**src/rtl/march_pkg.sv**
```systemverilog
// Shared types and constants for the march BIST address sequencer.
package march_pkg;
  typedef enum logic [1:0] {ST_IDLE, ST_RUN, ST_DONE} state_t;
  localparam logic DIR_UP = 1'b0;
  localparam logic DIR_DN = 1'b1;
endpackage

```
**src/rtl/updown_cnt.sv**
```systemverilog
// Loadable up/down counter; load has priority over inc.
module updown_cnt
  import march_pkg::*;
#(
  parameter int AW = 16
) (
  input  logic          clk,
  input  logic          rst,
  input  logic          load,
  input  logic [AW-1:0] load_val,
  input  logic          inc,
  input  logic          dir,
  output logic [AW-1:0] cnt
);
  localparam logic [AW-1:0] ONE = {{(AW-1){1'b0}}, 1'b1};

  always_ff @(posedge clk) begin
    if (rst)                 cnt <= '0;
    else if (load)           cnt <= load_val;
    else if (inc)            cnt <= (dir == DIR_DN) ? cnt - ONE : cnt + ONE;
  end
endmodule

```
**src/rtl/march_addr_gen.sv**
```systemverilog
// Window address sequencer for the march engine: start/busy/done handshake,
// abort, range-error and last-address flags.
module march_addr_gen
  import march_pkg::*;
#(
  parameter int AW          = 16,
  parameter int CLR_ON_IDLE = 1
) (
  input  logic          clk,
  input  logic          rst,
  input  logic          start,
  input  logic          dir,
  input  logic [AW-1:0] lo_addr,
  input  logic [AW-1:0] hi_addr,
  input  logic          adv,
  input  logic          abort,
  output logic [AW-1:0] addr,
  output logic          addr_vld,
  output logic          last,
  output logic          busy,
  output logic          done,
  output logic          err
);
  state_t        state, nxt;
  logic [AW-1:0] end_q;
  logic          dir_q;
  logic          err_q;
  logic          load, inc;
  logic [AW-1:0] load_val;
  logic          range_ok, accept;

  assign range_ok = (lo_addr <= hi_addr);
  assign accept   = (state == ST_IDLE) && start && range_ok;

  always_comb begin
    nxt      = state;
    load     = 1'b0;
    load_val = '0;
    inc      = 1'b0;
    case (state)
      ST_IDLE: begin
        if (start) begin
          if (range_ok) begin
            nxt      = ST_RUN;
            load     = 1'b1;
            load_val = (dir == DIR_DN) ? hi_addr : lo_addr;
          end
        end else if (CLR_ON_IDLE != 0) begin
          load = 1'b1;
        end
      end
      ST_RUN: begin
        // abort wins over adv; the address stays where it was
        if (abort)     nxt = ST_IDLE;
        else if (adv) begin
          if (last)    nxt = ST_DONE;
          else         inc = 1'b1;
        end
      end
      ST_DONE: nxt = ST_IDLE;
      default: nxt = ST_IDLE;
    endcase
  end

  always_ff @(posedge clk) begin
    if (rst) begin
      state <= ST_IDLE;
      err_q <= 1'b0;
      end_q <= '0;
      dir_q <= DIR_UP;
    end else begin
      state <= nxt;
      err_q <= (state == ST_IDLE) && start && !range_ok;
      if (accept) begin
        end_q <= (dir == DIR_DN) ? lo_addr : hi_addr;
        dir_q <= dir;
      end
    end
  end

  updown_cnt #(.AW(AW)) u_cnt (
    .clk      (clk),
    .rst      (rst),
    .load     (load),
    .load_val (load_val),
    .inc      (inc),
    .dir      (dir_q),
    .cnt      (addr)
  );

  assign addr_vld = (state == ST_RUN);
  assign busy     = (state == ST_RUN);
  assign done     = (state == ST_DONE);
  assign err      = err_q;
  assign last     = addr_vld && (addr == end_q);
endmodule
```
**config.mk**
```make
export PLATFORM = sky130hd
export DESIGN_NAME = march_addr_gen
export DESIGN_NICKNAME = d
export VERILOG_FILES = /design/src/rtl/march_pkg.sv /design/src/rtl/updown_cnt.sv /design/src/rtl/march_addr_gen.sv
export SDC_FILE = /design/constraint.sdc
export NUM_CORES = 1
export LEC_CHECK = 0
export BUFFER_PORTS_ARGS = -buffer_cell sky130_fd_sc_hd__buf_2
export CORE_MARGIN = 3
export CORE_UTILIZATION = 45
export DETAILED_ROUTE_END_ITERATION = 8
export PLACE_DENSITY = 0.69
export SYNTH_ARGS = -nofsm -noshare
export SYNTH_HDL_FRONTEND = slang
export SYNTH_SLANG_ARGS = --single-unit
```
**constraint.sdc**
```tcl
create_clock -name clk -period 4.23 [get_ports clk]
set_input_delay 0 -clock clk [delete_from_list [all_inputs] [get_ports clk]]
set_output_delay 0 -clock clk [all_outputs]
set_load 0.01 [all_outputs]
```
### Word-level counts from Yosys, hierarchy flattened

Index checks and enable logic that the tools add are counted.

| operators by class | value |
|---|---|
| $add $sub $neg | 2 |
| magnitude comparators | 1 |
| eq/ne operators | 7 |
| multiplexer cells | 21 |
| reduce and logical (&&, ||, !) cells | 8 |

Operators with widths:

| operator | number |
|---|---|
| 16-bit 2-to-1 mux | 8 |
| 16-bit by 1-bit adder with 16-bit output (second input constant) | 1 |
| 16-bit == test | 1 |
| 16-bit <= comparator | 1 |
| 16-bit by 1-bit subtractor with 16-bit output (second input constant) | 1 |
| 2-bit 2-to-1 mux | 5 |
| 1-bit 2-to-1 mux | 7 |
| 1-bit logical AND | 4 |
| 2-bit inequality test (second input constant) | 2 |
| 2-bit one-hot mux with 2 select lines | 1 |
| 4-bit AND reduction | 1 |
| 3-bit by 2-bit inequality test with 1-bit output (second input constant) | 1 |
| 3-bit inequality test (second input constant) | 1 |
| 2-bit by 1-bit == test with 1-bit output (second input constant) | 1 |
| 2-bit == test (second input constant) | 1 |
| 2-bit logical NOT | 1 |
| 2-bit nonzero test | 1 |
| 1-bit logical NOT | 1 |

| word-level totals | value |
|---|---|
| bits in registers | 36 |
| input bits | 38 |
| word-level logic and storage cells | 44 |

### Longest topological paths before layout

Gate-level depths: netlist of run 1.

| logic depth | value |
|---|---|
| word-level depth | 8 |
| mapped depth | 12 |

### Hierarchy

Synthesis of run 1 repeated with hierarchy kept, for this count alone.

| second synthesis, totals | value |
|---|---|
| cells, all modules | 397 |
| area total of the unflattened synthesis | 3335.7 um^2 |

By module, submodules not included:

| module | instances | cells each | area each (um^2) | seq. area each (um^2) |
|---|---|---|---|---|
| march_addr_gen | 1 | 211 | 1841.8 | 400.4 |
| updown_cnt | 1 | 186 | 1493.9 | 320.3 |

### Worst setup path after synthesis of run 1

Ideal clock, no wire load.

| path | value |
|---|---|
| path type | flip-flop to flip-flop |
| start | register dir_q |
| end | register u_cnt.cnt[15] |
| data arrival time | 2.476 ns |
| setup slack | 1.635 ns |
| cell stages (with the launch flop) | 10 |
| path buffers | 0 |
| period minus slack after synthesis | 2.595 ns |
| cell sequence | dfxtp_1 -> ha_1 -> a2111oi_4 -> o21ai_2 -> a41oi_2 -> o31ai_2 -> o41ai_4 -> xnor2_1 -> mux2i_1 -> o221a_1 |

| on the way | value |
|---|---|
| word-level cells in the longest chain between the ends | 3 |

RTL lines:

| item | line | text |
|---|---|---|
| from (decl) | march_addr_gen.sv:26 | `logic dir_q;` |
| from (signal assigned) | march_addr_gen.sv:76 | `dir_q <= dir;` |
| 16-bit 2-to-1 mux (2 in a row) | updown_cnt.sv:20 | `else if (inc) cnt <= (dir == DIR_DN) ? cnt - ONE : cnt + ONE;` |
| 16-bit 2-to-1 mux | updown_cnt.sv:19 | `else if (load) cnt <= load_val;` |
| to (signal assigned) | updown_cnt.sv:19 |  |
| to (signal assigned) | updown_cnt.sv:20 |  |
| to (decl) | updown_cnt.sv:13 | `output logic [AW-1:0] cnt` |

No other way between the ends. The select of a mux whose other input is x is not followed.
A chain may end at the register's enable or synchronous reset.

### Worst setup path after layout of run 1

Ends and elaborated chain as after synthesis.

==> flow_metrics.tcl, run 1 <==
set metrics [dict create \
    worstSkewPairLatency_ns 0.29 \
    first_global_vias 2637 \
    grt_antenna_before_repair 0 \
    cts_max_level 2 \
    place_area_sq_mm 0.00337 \
    relSlewSlack_pct 42.7 \
    worst_setup_ep_type "register" \
    floorplan.initialDensity_pct 47.5 \
    postLayoutCellArea_sq_mm 0.00348 \
    synthXorXnorAreaFrac_pct 8.00 \
    largest_net_degree_at_the_start_of_global_routing 47 \
    std_cell_rows 29 \
    num_antenna_cells 0 \
    drt_first_pass_iters 4 \
    design.portCount 59 \
    syn_inst 364 \
    synthesis.area_per_instance_sq_um 8.42 \
    worst_clock_skew_ns 0.00582 \
    routed_via_density 5.55 \
    cp_num_buf_inv 0 \
    ir_drop_uv 177 \
    synth-compound-area-share_pct 23.3 \
    via_count 2713 \
    hold_ws_ns 0.0294 \
    timing.max_cap.violations 0 \
    syn2layout_area_growth_pct 13.4 \
    root_buffer "clkbuf_8" \
    power_density_mw_per_mm2 297 \
    tritoncts.num_buffers 5 \
    synthAdderAreaFrac_pct 12.9 \
    setup_viol 0 \
    post_route_cells_drive_above_1_share_pct 21.8 \
    post-route-min-period_ns 2.91 \
    grt_overflow_total 0 \
    post_synth_mux_area_share_pct 10.9 \
    synth_flop_cell "dfxtp_1" \
    hpwl_mm 5.92 \
    final-instance-count-excl-fill 489 \
    placed_cells 481 \
    first_drt_iteration_drcs 133 \
    clock_sinks 36 \
    number_of_buffer_cells_added_on_primary_ports 58 \
    start_kind "register" \
    dpl_worst_slack_ns 1.33 \
    final-max-slew-violation-count 0 \
    die_height_um 88.5 \
    synth-simple-area-share_pct 14.6 \
    routed_wire_length_per_instance_um 15.2 \
    maxUsedRoutingLayer "met4" \
    finalNetCount 481 \
    fmax_ghz 0.344 \
    data_required_time_at_the_worst_endpoint_ns 4.41 \
    synth_top_family_by_area "compound AO/OA/AOI/OAI gates" \
    die_area_sq_mm 0.00784 \
    wl_met3_um 244 \
    antenna_violating_nets_left 0 \
    yosys_warns 0 \
    synthArstFlopShare_pct 0 \
    hold_class "in2reg" \
    max_stage_delay_ns 0.69 \
    outcome "finished clean" \
    yosys.cell_types.count 51 \
    syn_nets 433 \
    finalCritPeriodShare_pct 68.8 \
    core_footprint_sq_mm 0.00646 \
    post_cts.repair.setup_buffers 0 \
    clock_tree_buffer_depth 2 \
    rsz0062_at_grt "no" \
    remaining_drc_errors 0 \
    reg_clk_slew_reported_paths_ns 0.07 \
    synth_enable_flop_cells 0 \
    tritoncts "built" \
    p_leak_nw 1.60 \
    grt_first_pass_wirelength_mm 12.3 \
    worstPathCellList "ha_1 > a2111oi_4 > o21ai_2 > a41oi_2 > o31ai_2 > o41ai_4 > xnor2_1 > mux2i_1 > o221a_1" \
    data_arrival_time_of_the_critical_path_ns 3.09 \
    crit_path_top_delay_cell "dfxtp_1" \
    synthesis.area_sq_mm 0.00307 \
    critPathTopFamily "compound AO/OA/AOI/OAI gates" \
    drt-total-wl_mm 7.45 \
    met2WireLength_mm 3.68 \
    place.gp.congestion 0.835 \
    path_class "reg2reg" \
    tightestPinTransition_ns 0.857 \
    die-width_um 88.5 \
    met1Wirelength_mm 3.47 \
    setup_ws_ns 1.32 \
    synth.ff_latch_count 36 \
    finalSetupTns_ns 0 \
    timing.critical_path.fanout_max 16 \
    yosysSeqAreaShare_pct 23.5 \
    finalHoldViolations 0 \
    track_usage_pct 20.0 \
]
## power by group
part | total [mW] | internal [mW] | switching (mW)
clock network | 0.265 | 0.145 | 0.120
registers | 0.415 | 0.374 | 0.0408
logic | 0.354 | 0.157 | 0.196
## worst min-delay path, cell delays in order
cell	delay (ns)
buf_2	0.07
nor2b_1	0.06
nor3b_1	0.14
## through the flow
step	util [%]	power (mW)
3_5_place_dp	52.2	0.776
6_report	53.8	1.03
2_1_floorplan	-	0.675
4_1_cts	53.8	1.04
3_3_place_gp	52.2	0.769
5_1_grt	53.8	1.10
## worst paths after layout
path,cells past startpoint,slack (ns),start,to
max,9,1.32,dir_q,u_cnt.cnt[15]
min,3,0.03,abort,state[1]
max reg2reg,9,1.32,dir_q,u_cnt.cnt[15]
min reg2reg,2,0.51,end_q[4],end_q[4]
## per-layer routing
metal | global-route usage, % | up-vias
li1 | - | 1415
met1 | 25.3 | 1240
met2 | 36.4 | 53
met3 | 2.89 | 5
met4 | 3.57 | 0
met5 | 0 | -
## logic make-up after synthesis
| kind of cell | count (synthesis) |
|---|---|
| buffers and inverters | 49 |
| AOI/OAI and AO/OA | 94 |
| DFF | 36 |
| adders and majority gates | 31 |
| muxes | 32 |
| and+or+nand+nor | 94 |
| xor gates and xnor gates | 28 |
## synth_stat cells (all sizes together), types with 3 or more instances
cell type,instances,share of area (%)
a211oi,30,7.3
a21boi,3,0.73
a21o,7,1.8
a21oi,15,2.4
a22oi,10,2.4
buf,12,2.2
clkbuf,7,0.86
dfxtp,36,24
ha,30,12
inv,30,3.7
mux2,12,4.4
mux2i,20,6.5
nand2,25,3.1
nand3,3,0.49
nand4,7,1.4
nor2,37,4.6
nor2b,7,1.4
nor3,4,0.65
nor3b,3,0.73
o21ai,9,1.6
o31ai,4,1.1
or2,3,0.61
xnor2,17,4.9
xor2,11,3.1
## what timing repair did
action | 4_1_cts | 5_1_grt
resized for setup | 0 | 0
hold buffers | 1 | 0
hold endpoints to repair | 1 | 0
endpoints found under the setup margin | 0 | 0
## cell type report
type | count | area, sq um
fill | 615 | 2980
multi-input combinational | 279 | 2140
sequential | 36 | 721
inverter | 30 | 113
clock buffer | 7 | 96.3
tap | 77 | 96.3
timing repair buffer | 60 | 308
## sequential cells by signal, indices dropped and copies added, names as in the netlist
register   flops
err            1
dir_q          1
end_q         16
state          2
u_cnt.cnt     16
## cell usage in the layout, fill, tap and decap left out, drive strengths merged, types with 4 or more instances in the layout
master / netlist / layout
a211oi: 30 / 30
a21o: 7 / 7
a21oi: 15 / 15
a22oi: 10 / 10
buf: 12 / 59
clkbuf: 7 / 7
dfxtp: 36 / 36
ha: 30 / 30
inv: 30 / 30
mux2: 12 / 12
mux2i: 20 / 20
nand2: 25 / 25
nand4: 7 / 7
nor2: 37 / 37
nor2b: 7 / 7
nor3: 4 / 4
o21ai: 9 / 9
o31ai: 4 / 4
xnor2: 17 / 17
xor2: 11 / 11
Note: power is estimated with default switching activity, not from simulation.
==> run 2, diff against run 1 <==
Clock period 4.23 ns to 2.71 ns, I/O delays scaled along.
==> run 2 against run 1 <==
Against the previous run:
- register-to-register slack lost 1.2 ns
- setup slack lost 1.2 ns
- first-iteration DRC count shrank 29%
- via count grew 0.81%
- clock skew grew 0.0029 ns
- total power grew 55%
==> flow_metrics.tcl, run 2 (synthesis gave the netlist of run 1 again) <==
set metrics [dict create \
    final-max-slew-violation-count 0 \
    die_area_sq_mm 0.00784 \
    tritoncts "built" \
    hold_class "in2reg" \
    track_usage_pct 20.1 \
    largest_net_degree_at_the_start_of_global_routing 47 \
    post_route_cells_drive_above_1_share_pct 22.6 \
    timing.critical_path.fanout_max 8 \
    ir_drop_uv 289 \
    die-width_um 88.5 \
    placed_cells 484 \
    path_class "reg2reg" \
    outcome "finished clean" \
    fmax_ghz 0.391 \
    first_drt_iteration_drcs 95 \
    worstSkewPairLatency_ns 0.29 \
    finalNetCount 484 \
    data_arrival_time_of_the_critical_path_ns 2.74 \
    tightestPinTransition_ns 0.826 \
    p_leak_nw 1.62 \
    std_cell_rows 29 \
    antenna_violating_nets_left 0 \
    worst_setup_ep_type "register" \
    hpwl_mm 5.91 \
    cts_max_level 2 \
    floorplan.initialDensity_pct 47.5 \
    routed_via_density 5.55 \
    biggestRegsByFlops "end_q: 16 flops, u_cnt.cnt: 16 flops, state: 2 flops" \
    num_antenna_cells 0 \
    rsz0062_at_grt "no" \
    core_footprint_sq_mm 0.00646 \
    data_required_time_at_the_worst_endpoint_ns 2.89 \
    grt_overflow_total 0 \
    place.gp.congestion 0.783 \
    tritoncts.num_buffers 5 \
    routed_wire_length_per_instance_um 15.2 \
    reg_clk_slew_reported_paths_ns 0.08 \
    via_count 2735 \
    relSlewSlack_pct 44.9 \
    grt_antenna_before_repair 0 \
    fill_cells 633 \
    first_global_vias 2736 \
    design.portCount 59 \
    remaining_drc_errors 0 \
    grt_first_pass_wirelength_mm 12.4 \
    number_of_buffer_cells_added_on_primary_ports 58 \
    timing.max_cap.violations 0 \
    finalCoreUtilization_pct 54.3 \
    clock_sinks 36 \
    finalCritPeriodShare_pct 94.3 \
    worst_clock_skew_ns 0.00871 \
    commonest_cells_after_routing_fill_and_taps_aside "buf_2 (58), nor2_1 (36), dfxtp_1 (35)" \
    final-instance-count-excl-fill 493 \
    drt_first_pass_iters 4 \
    syn2layout_area_growth_pct 14.5 \
    final_common_cell "buf_2" \
    root_buffer "clkbuf_8" \
    die_height_um 88.5 \
    drt-total-wl_mm 7.51 \
    setup_viol 0 \
    clock_tree_buffer_depth 2 \
    post-route-min-period_ns 2.56 \
    start_kind "register" \
    finalHoldViolations 0 \
    hold_ws_ns 0.0236 \
    finalSetupTns_ns 0 \
    power_density_mw_per_mm2 457 \
]
run 2: cell count changes in the layout (fill, tap and decap cells not counted), sizes merged:
| cell | change |
|---|---|
| buf | +3 |
| clkbuf | +1 |
run 2: worst max-delay path: stages, from the launching register on:
cell,delay [ns]
dfxtp_2,0.37
ha_1,0.38
a2111oi_4,0.39
o21ai_2,0.12
a41oi_2,0.27
o31ai_2,0.15
o41ai_4,0.23
xnor2_1,0.18
mux2i_1,0.10
o221a_1,0.26
run 2: worst paths after layout:
check	cells past startpoint	endpoint	slack, ns	from
hold / removal	3	state[1]	0.02	abort
setup reg to reg	9	u_cnt.cnt[15]	0.15	dir_q
hold reg to reg	2	u_cnt.cnt[6]	0.51	u_cnt.cnt[6]
setup / recovery	9	u_cnt.cnt[15]	0.15	dir_q
run 2: where the power goes:
| group | switching, mW | leakage (nW) | internal, mW |
|---|---|---|---|
| clock | 0.185 | 0.0455 | 0.207 |
| combinational | 0.313 | 1.27 | 0.254 |
| sequential | 0.0605 | 0.297 | 0.584 |
| total | 0.558 | 1.62 | 1.05 |
run 2: repair_timing:
item / 4_1_cts / 5_1_grt
setup buffers: 0 / 0
hold endpoints to repair: 1 / 0
gates resized for setup: 0 / 3
hold buffers: 1 / 0
setup endpoints to repair: 0 / 2
run 2: final cells by class:
| type | count | area, sq um | area share (%) |
|---|---|---|---|
| timing repair buffer | 63 | 343 | 9.77 |
| tap | 77 | 96.3 | 2.75 |
| sequential | 36 | 722 | 20.6 |
| multi-input combinational | 279 | 2150 | 61.1 |
| inverter | 30 | 113 | 3.21 |
| clock buffer | 8 | 90.1 | 2.57 |
run 2: stage by stage:
| step | area, sq um | power, mW | setup slack, ns |
|---|---|---|---|
| 2_1_floorplan | 3070 | 1.05 | 0.115 |
| 3_3_place_gp | 3400 | 1.21 | 0.161 |
| 3_5_place_dp | 3400 | 1.22 | 0.0588 |
| 4_1_cts | 3500 | 1.61 | 0.0385 |
| 5_1_grt | 3510 | 1.71 | 0.00746 |
| 6_report | 3510 | 1.60 | 0.153 |
run 2: routing by layer:
metal	share of wire, %	global-route usage, %
met1	47	25.4
met2	49	36.7
met3	3.7	3.07
met4	0.60	2.88
met5	0	0
